`config.mk`:
```
export PLATFORM = sky130hd
export DESIGN_NAME = hazard_controller
export DESIGN_NICKNAME = d
export VERILOG_FILES = /design/src/rtl/hazard_controller.sv
export SDC_FILE = /design/constraint.sdc
export NUM_CORES = 1
export LEC_CHECK = 0
export CAP_MARGIN = 30
export CELL_PAD_IN_SITES_DETAIL_PLACEMENT = 0
export CELL_PAD_IN_SITES_GLOBAL_PLACEMENT = 1
export CORE_MARGIN = 2
export CORE_UTILIZATION = 44
export CTS_BUF_LIST = sky130_fd_sc_hd__clkbuf_4 sky130_fd_sc_hd__clkbuf_8
export DETAILED_ROUTE_END_ITERATION = 6
export DONT_BUFFER_PORTS = 1
export HOLD_SLACK_MARGIN = 0.12
export PLACE_DENSITY_LB_ADDON = 0.15
export SLEW_MARGIN = 20
export SYNTH_ARGS = -nofsm -noshare
export SYNTH_HDL_FRONTEND = slang
export SYNTH_SLANG_ARGS = --single-unit
```
`constraint.sdc`:
```
create_clock -name CLK -period 2.19 [get_ports CLK]
set_input_delay 0.219 -clock CLK [delete_from_list [all_inputs] [get_ports CLK]]
set_output_delay 0.219 -clock CLK [all_outputs]
set_load 0.05 [all_outputs]
```
`src/rtl/hazard_controller.sv`:
```
// Stall/flush controller for the five-stage pipeline: handles load-use, memory waits,
// branch/jump redirection and halt; keeps a saturating count of RUN cycles with the PC held.
module hazard_controller #(
   parameter int CNT_W = 32
) (
   input  logic             CLK,
   input  logic             RST,
   input  logic             ihit,
   input  logic             dhit,
   input  logic             mem_dREN,
   input  logic             mem_dWEN,
   input  logic             mem_branch_taken,
   input  logic             mem_halt,
   input  logic             dec_jump,
   input  logic [4:0]       dec_rs,
   input  logic [4:0]       dec_rt,
   input  logic             dec_uses_rt,
   input  logic             ex_mem_to_reg,
   input  logic [4:0]       ex_reg_wr_addr,
   output logic             pc_en,
   output logic             fd_en,
   output logic             de_en,
   output logic             em_en,
   output logic             mw_en,
   output logic             fd_flush,
   output logic             de_flush,
   output logic             em_flush,
   output logic             halt_out,
   output logic [CNT_W-1:0] stall_count
);

   typedef enum logic {RUN = 1'b0, HALT = 1'b1} state_t;

   localparam logic [CNT_W-1:0] CNT_MAX = {CNT_W{1'b1}};
   localparam logic [CNT_W-1:0] CNT_ONE = {{(CNT_W-1){1'b0}}, 1'b1};

   state_t           state_q, state_d;
   logic             halt_q;
   logic [CNT_W-1:0] cnt_q, cnt_d;

   logic dreq_s, dstall_s, load_use_s;

   assign dreq_s     = mem_dREN | mem_dWEN;
   assign dstall_s   = dreq_s & ~dhit;
   // r0 is never a real destination, so a load to r0 cannot create a dependency
   assign load_use_s = ex_mem_to_reg & (ex_reg_wr_addr != 5'd0) &
                       ((ex_reg_wr_addr == dec_rs) | (dec_uses_rt & (ex_reg_wr_addr == dec_rt)));

   // Next state and pipeline enables/flushes
   always_comb begin
      state_d  = state_q;
      pc_en    = 1'b0;
      fd_en    = 1'b0;
      de_en    = 1'b0;
      em_en    = 1'b0;
      mw_en    = 1'b0;
      fd_flush = 1'b0;
      de_flush = 1'b0;
      em_flush = 1'b0;
      if (RST) begin
         state_d = RUN;
      end else begin
         case (state_q)
            RUN: begin
               if (dstall_s) begin
                  state_d = RUN;
               end else if (~ihit & dreq_s) begin
                  mw_en    = 1'b1;
                  em_en    = 1'b1;
                  em_flush = 1'b1;
               end else if (~ihit) begin
                  state_d = RUN;
               end else begin
                  if (mem_branch_taken) begin
                     {pc_en, fd_en, de_en, em_en, mw_en} = 5'b11111;
                     {fd_flush, de_flush, em_flush}      = 3'b111;
                  end else if (load_use_s) begin
                     de_en    = 1'b1;
                     de_flush = 1'b1;
                     em_en    = 1'b1;
                     mw_en    = 1'b1;
                  end else if (dec_jump) begin
                     {pc_en, fd_en, de_en, em_en, mw_en} = 5'b11111;
                     fd_flush = 1'b1;
                  end else begin
                     {pc_en, fd_en, de_en, em_en, mw_en} = 5'b11111;
                  end
                  if (mem_halt) begin
                     state_d = HALT;
                  end else begin
                     state_d = RUN;
                  end
               end
            end
            HALT:    state_d = HALT;
            default: state_d = RUN;
         endcase
      end
   end

   // Stall counter next value: saturates instead of wrapping
   always_comb begin
      cnt_d = cnt_q;
      if ((state_q == RUN) && !pc_en && !RST) begin
         if (cnt_q != CNT_MAX) begin
            cnt_d = cnt_q + CNT_ONE;
         end else begin
            cnt_d = cnt_q;
         end
      end else begin
         cnt_d = cnt_q;
      end
   end

   // State, halt flag and stall counter registers
   always_ff @(posedge CLK or posedge RST) begin
      if (RST) begin
         state_q <= RUN;
         halt_q  <= 1'b0;
         cnt_q   <= {CNT_W{1'b0}};
      end else begin
         state_q <= state_d;
         halt_q  <= (state_d == HALT);
         cnt_q   <= cnt_d;
      end
   end

   assign halt_out    = halt_q;
   assign stall_count = cnt_q;

endmodule

```
==> results.sh, run 1 <==
export IMPL_crit_path_end_kind="flop"
export IMPL_grtUsageTotal_pct=21.9
export IMPL_area_sequential_um2=852
export IMPL_grt_overflow=0
export IMPL_relSlewSlack_pct=67.1
export IMPL_ys_seq_area_share_pct=40.3
export IMPL_dieWidth_um=72.3
export IMPL_ys_warn_count=0
export IMPL_worst_slack_ns=0.0328
export IMPL_grt_pass1_vias=1933
export IMPL_root_buffer="clkbuf_8"
export IMPL_worst_path_buf_inv=0
export IMPL_ios=67
export IMPL_io_buffer_count=0
export IMPL_drt_wl_total_um=5290
export IMPL_path_class="reg -> reg"
export IMPL_fin_crit_ns=2.16
export IMPL_start_kind="flop"
export IMPL_grt_max_degree=34
export IMPL_grt_antenna_before_repair=0
export IMPL_worstPathRequired_ns=2.40
export IMPL_slew_viol_final=0
export IMPL_synth_ff_type="dfrtp_1"
export IMPL_slowest_stage="or4b_4"
export IMPL_dp_slack_ns=0.0108
export IMPL_holdWs_ns=0.124
export IMPL_clock_sinks=33
export IMPL_n_fill_cell=390
export IMPL_hold_class="in -> reg"
export IMPL_clk_pin_slew_ns=0.07
export IMPL_grt_first_pass_wirelength_um=9000
export IMPL_ir_worst_vdd_mv=0.724
export IMPL_wl_per_cell_um=17.0
export IMPL_fmax_mhz=464
export IMPL_cap_violations=0
export IMPL_drtIter0Drc=75
export IMPL_firstDrtPassIters=4
export IMPL_syn_area_um2=2050
export IMPL_via_per_inst=5.68
export IMPL_multi_input_area_um2=1250
export IMPL_synthArstFlopShare_pct=100
export IMPL_syn_nets=230
export IMPL_synthCells=203
export IMPL_path_cells="nand4_4 -> nor4_4 -> or4b_4 -> o21a_4 -> nor3_2 -> mux2i_1"
export IMPL_clk_path_buf_depth=2
export IMPL_powerDensity_nw_per_um2=712
export IMPL_synth_edf_count=0
export IMPL_fin_tns_setup_ns=0
export IMPL_rsz0062_at_grt="yes"
export IMPL_ant_nets=0
export IMPL_hpwl_um=3970
export IMPL_period_share_pct=98.5
export IMPL_start_util_pct=46.5
export IMPL_fp_coreArea_um2=4410
export IMPL_critical_path_top_delay_family="simple AND/OR/NAND/NOR gates"
export IMPL_p_total_mw=1.96
export IMPL_drive_above_1_share_pct=45.4
export IMPL_drc_errors=0
export IMPL_synth_top_cell_area_share_pct=40.3
export IMPL_hold_viol=0
export IMPL_ys_top_cells_by_area="dfrtp_1, xor2_1, nor4_2, nor3_1, nand4_1"
export IMPL_cts_buffers_inserted=5
export IMPL_cts_htree_levels=2
export IMPL_timing_worst_slew_pin_value_ns=0.489
export IMPL_place_gp_congestion=0.895
export IMPL_dr_total_vias=1771
export IMPL_insertedDiodeCount=0
export IMPL_fin_util_pct=62.2
export IMPL_die_h_um=72.3
export IMPL_power_leakage_nw=1.24
export IMPL_cts_tree="done"
export IMPL_status="complete, no violations"
export IMPL_synth_distinct_cells=38
export IMPL_die_area_um2=5220
export IMPL_worstSkewPairLatency_ns=0.29
export IMPL_areaGrowthSynthToFinish_pct=34.0
export IMPL_avgSynthCellArea_um2=10.1
export IMPL_cp_arrival_ns=2.36
export IMPL_setup_viol=0
export IMPL_cpPeakStageDelay_ns=0.50
export IMPL_nets=286
export IMPL_clock_skew_ns=0.00876
export IMPL_rows=24
export IMPL_synth_seq_cells=33
export IMPL_critPathMaxFanout=8
export IMPL_synth_top_area_cell="dfrtp_1"
==> placed cells by master, fill, tap and decap left out, types with 2 or more instances in the layout <==
| cell | count |
|---|---|
| buf_4 | 54 |
| xor2_1 | 37 |
| dfrtp_2 | 21 |
| nor2_1 | 14 |
| nand2_1 | 13 |
| dfrtp_1 | 12 |
| nor3_1 | 10 |
| nand3_1 | 10 |
| nand4_1 | 10 |
| nor4_4 | 6 |
| nor3_2 | 6 |
| or4_1 | 5 |
| nor4_2 | 5 |
| clkbuf_8 | 5 |
| nor4_1 | 4 |
| inv_1 | 4 |
| and3_1 | 4 |
| xnor2_1 | 3 |
| and4_1 | 3 |
| clkinvlp_4 | 2 |
| nand3_2 | 2 |
| o211ai_1 | 2 |
| a21oi_1 | 2 |
| mux2i_1 | 2 |
| clkbuf_4 | 2 |
| dlygate4sd3_1 | 2 |
| buf_12 | 2 |
==> kinds of logic after synthesis <==
family                   synth area share, %
AO/OA/AOI/OAI                           3.42
XOR/XNOR                                17.1
adder cells (fa/ha/maj)                0.610
buffers and inverters                   3.72
flip-flops                              40.3
multiplexers                            1.53
AND/OR/NAND/NOR                         33.4
==> synthesized netlist by cell type, types with 3 or more instances <==
cell	n
xor2_1	37
nand3_1	12
buf_4	4
nor2_1	15
and3_1	4
nor3_1	13
nand4_1	10
dfrtp_1	33
xnor2_1	3
nor4_2	9
nand2_1	13
and4_1	3
inv_1	6
or4_1	5
buf_2	4
nor4_1	4
nor3_2	3
==> layout make-up <==
type,count,area share (%)
clock buffer,7,3.05
clock inverter,1,0.273
inverter,6,0.956
multi-input combinational,155,45.4
sequential,33,31.0
tap,52,2.37
timing repair buffer,58,16.9
==> flip-flops by register name (all words and copies together) (netlist names) <==
signal       flops
stall_count     32
halt_out         1
==> layer usage <==
layer	vias up	part of all wire [%]	track usage, %	wire (um)
met2	67	48	37.3	2560
met4	0	1.5	7.13	78
li1	839	-	-	-
met3	11	7.4	5.00	394
met1	854	43	27.5	2260
met5	-	0	0	0
==> timing repair <==
action                                  4_1_cts  5_1_grt
resized for setup                             1        8
buffers inserted                              0        2
hold buffers                                  2        0
endpoints found under the setup margin        1        8
endpoints found under the hold margin        34        0
==> through the flow <==
step                      cells  cell area (um2)
after detailed placement    300             2560
after CTS                   310             2680
final                       312             2750
after global placement      300             2560
after global routing        312             2750
after floorplan             203             2130
==> path summary, 6_finish.rpt <==
path	start	end	slack [ns]	cells past startpoint
min reg2reg	stall_count[12]	stall_count[12]	0.50	1
max	stall_count[0]	stall_count[31]	0.03	6
min in group asynchronous	RST	halt_out	0.56	3
min	mem_halt	halt_out	0.12	2
max in group asynchronous	RST	stall_count[16]	1.30	3
max reg2reg	stall_count[0]	stall_count[31]	0.03	6
==> report_power, final <==
group          leakage (nW)  switching [mW]  internal [mW]
registers             0.399          0.0891          0.689
logic                 0.800           0.483          0.216
clock network        0.0453           0.230          0.250
total                  1.24           0.802           1.16
(Power assumes the default switching activity.)
==> run 2: changes to the inputs <==
- CAP_MARGIN: 30 -> not set
- SLEW_MARGIN: 20 -> 10
==> results of run 2 <==
Same layout as run 1: the final DEF is identical, and so are final timing and power.
==> RTL edit, RTL diff (config.mk and constraints of run 2) <==
Make the reset (`RST`) synchronous in one clocked block.
--- a/src/rtl/hazard_controller.sv
+++ b/src/rtl/hazard_controller.sv
@@ -113,7 +113,7 @@
    end
 
    // State, halt flag and stall counter registers
-   always_ff @(posedge CLK or posedge RST) begin
+   always_ff @(posedge CLK) begin
       if (RST) begin
          state_q <= RUN;
          halt_q  <= 1'b0;
Function: differs if RST is asserted again (counterexample within 4 cycles, from zero or initial values and one cycle with RST high); with RST held inactive, the same outputs for 10 cycles.
==> RTL edit against run 2 <==
  * Design area is 7.5% lower
  * Wire length is 3.6% higher
  * Sequential cell count stayed put
  * Setup slack improved by 0.093 ns
  * Synthesized area shrank 0.43%
  * Sequential share of layout area shrank 3.9 points
  * Critical endpoint is now stall_count[31]
  * Largest cell class unchanged
Power is not compared: it rests on default switching activity, and its combinational part moved more than twofold at a synthesized area within 25%.
==> RTL edit: results (changes against run 2) <==
Outcome
  – Status: finished clean

Finish
  – Fin cells: 351 (+13%)
  – Layout Nets: 325 (+14%)
  – Max reg flops: 32 (unchanged)
  – Ant. Diodes: 0 (unchanged)
  – Layout cells sized above 1: 0.311 (-0.143)
  – # fillers: 414 (+6.2%)

Yosys
  – Synth cell count leaders: dfxtp_1 (33), a21oi_1 (30), nand2_1 (18)
  – Warnings, synthesis: 0 (unchanged)
  – Sequential area share after synthesis: 0.324 (-0.0792)
  – Cells after Synth: 255 (+26%)
  – Top FF cell, synth: dfxtp_1
  – Area contributors post-synth: dfxtp_1 (32%), a21oi_1 (7.4%), or4_1 (5.1%)
  – Synth cell types: 41 (+7.9%)
  – Ys async rst share: 0 (-1.00)
  – Syn nets: 282 (+23%)

Placement
  – Routability-driven placement congestion ratio: 0.773 (-14%)
  – Dpl cells: 338 (+13%)
  – IO buf count: 0 (unchanged)
  – Dpl hpwl: 3790 um (-4.3%)

Drt
  – M1 WL: 2470 um (+9.2%)
  – Via count: 2112 (+19%)
  – Routed met3 length: 393 um (-0.25%)
  – Met2 WL post-DR: 2580 um (+0.78%)
  – DR iter-0 viols: 155 (+110%)
  – WL per Instance: 15.6 um (-7.9%)
  – Top routing layer in use: met4

Global route
  – First-pass GRT wire length: 8600 um (-4.4%)
  – Total track usage: 0.209 (-0.00981)
  – Vias in the first global route: 1848 (-4.4%)
  – Largest net degree at the start of global routing: 30 (-12%)

Setup path
  – Worst setup SP type: flop
  – Reg2reg start: stall_count[0]
  – Critical Path Fanout Max: 4 (-4)
  – Worst Path Arrival: 2.28 ns (-0.08 ns)

Power and ir drop
  – IR drop worst, VDD: 0.279 mV
  – Static leakage: 0.882 nW

Timing
  – Setup Skew: 0.00813 ns (-0.000631 ns)
  – Relative slew slack: 0.228 (-0.443)

Clock network
  – Reg clk slew, reported paths: 0.08 ns
  – Clock root buffer: clkbuf_8

Min path
  – Hold Path Origin: RST
-- RTL edit: cell types whose count changed after synthesis, sizes merged, moves of 10 or more --
| cell | change |
|---|---|
| xor2 | -37 |
| a21oi | +29 |
| nor4 | -14 |
| or3 | +13 |
| dfxtp | +33 |
| o21ai | +15 |
| dfrtp | -33 |
| o31ai | +10 |
-- RTL edit: where the power goes --
part / internal [W] / total (W) / switching [W]
clock: 0.000220 / 0.000470 / 0.000249
sequential: 0.000606 / 0.000609 / 0.00000324
combinational: 0.0000571 / 0.000175 / 0.000118
total: 0.000883 / 0.00125 / 0.000370
-- RTL edit: metal layers --
metal,global-route usage,up-vias
met3,0.0597,4
met4,0.0503,0
li1,-,1055
met5,0,-
met1,0.272,975
met2,0.344,78
-- RTL edit: timing repair --
action / in CTS / in global routing
hold endpoints to repair: 29 / 0
hold buffers: 2 / 0
setup buffers: 0 / 1
resized for setup: 0 / 5
endpoints found under the setup margin: 0 / 9
-- RTL edit: final timing paths --
kind	endpoint	slack (ns)	depth (start not counted)
setup / recovery	stall_count[31]	0.13	7
hold / removal	stall_count[5]	0.15	3
setup reg to reg	stall_count[31]	0.13	7
hold reg to reg	stall_count[31]	0.52	2
-- RTL edit: critical path, cell delays in order, from the launching register on --
cell and delay, ns:
dfxtp_4 0.35, buf_4 0.21, nand3_1 0.18, nor2_1 0.16
nand2_1 0.10, or4_1 0.44, or4_1 0.41, a21oi_1 0.15
-- RTL edit: area by class of cell --
type	instances	area (um2)	share of cell area
multi-input combinational	199	1280	0.505
timing repair buffer	51	388	0.153
clock inverter	3	16.3	0.00640
inverter	8	30.0	0.0118
clock buffer	5	68.8	0.0271
sequential	33	689	0.271
tap	52	65.1	0.0256
-- RTL edit: cells by family after synthesis --
logic type | after synthesis | synth area share
flops | 33 | 0.324
buf+inv | 25 | 0.0748
fa+ha+maj | 1 | 0.00613
simple gates | 112 | 0.324
compound gates | 72 | 0.219
xor+xnor | 10 | 0.0429
mux | 2 | 0.0104
-- RTL edit: stage by stage --
step	setup TNS [ns]	area [um2]	setup WS (ns)
5_1_grt	-0.00537	2540	-0.00537
3_3_place_gp	0	2390	0.178
4_1_cts	0	2500	0.0491
3_5_place_dp	0	2390	0.108
6_report	0	2540	0.126
2_1_floorplan	-0.00118	2090	-0.00118
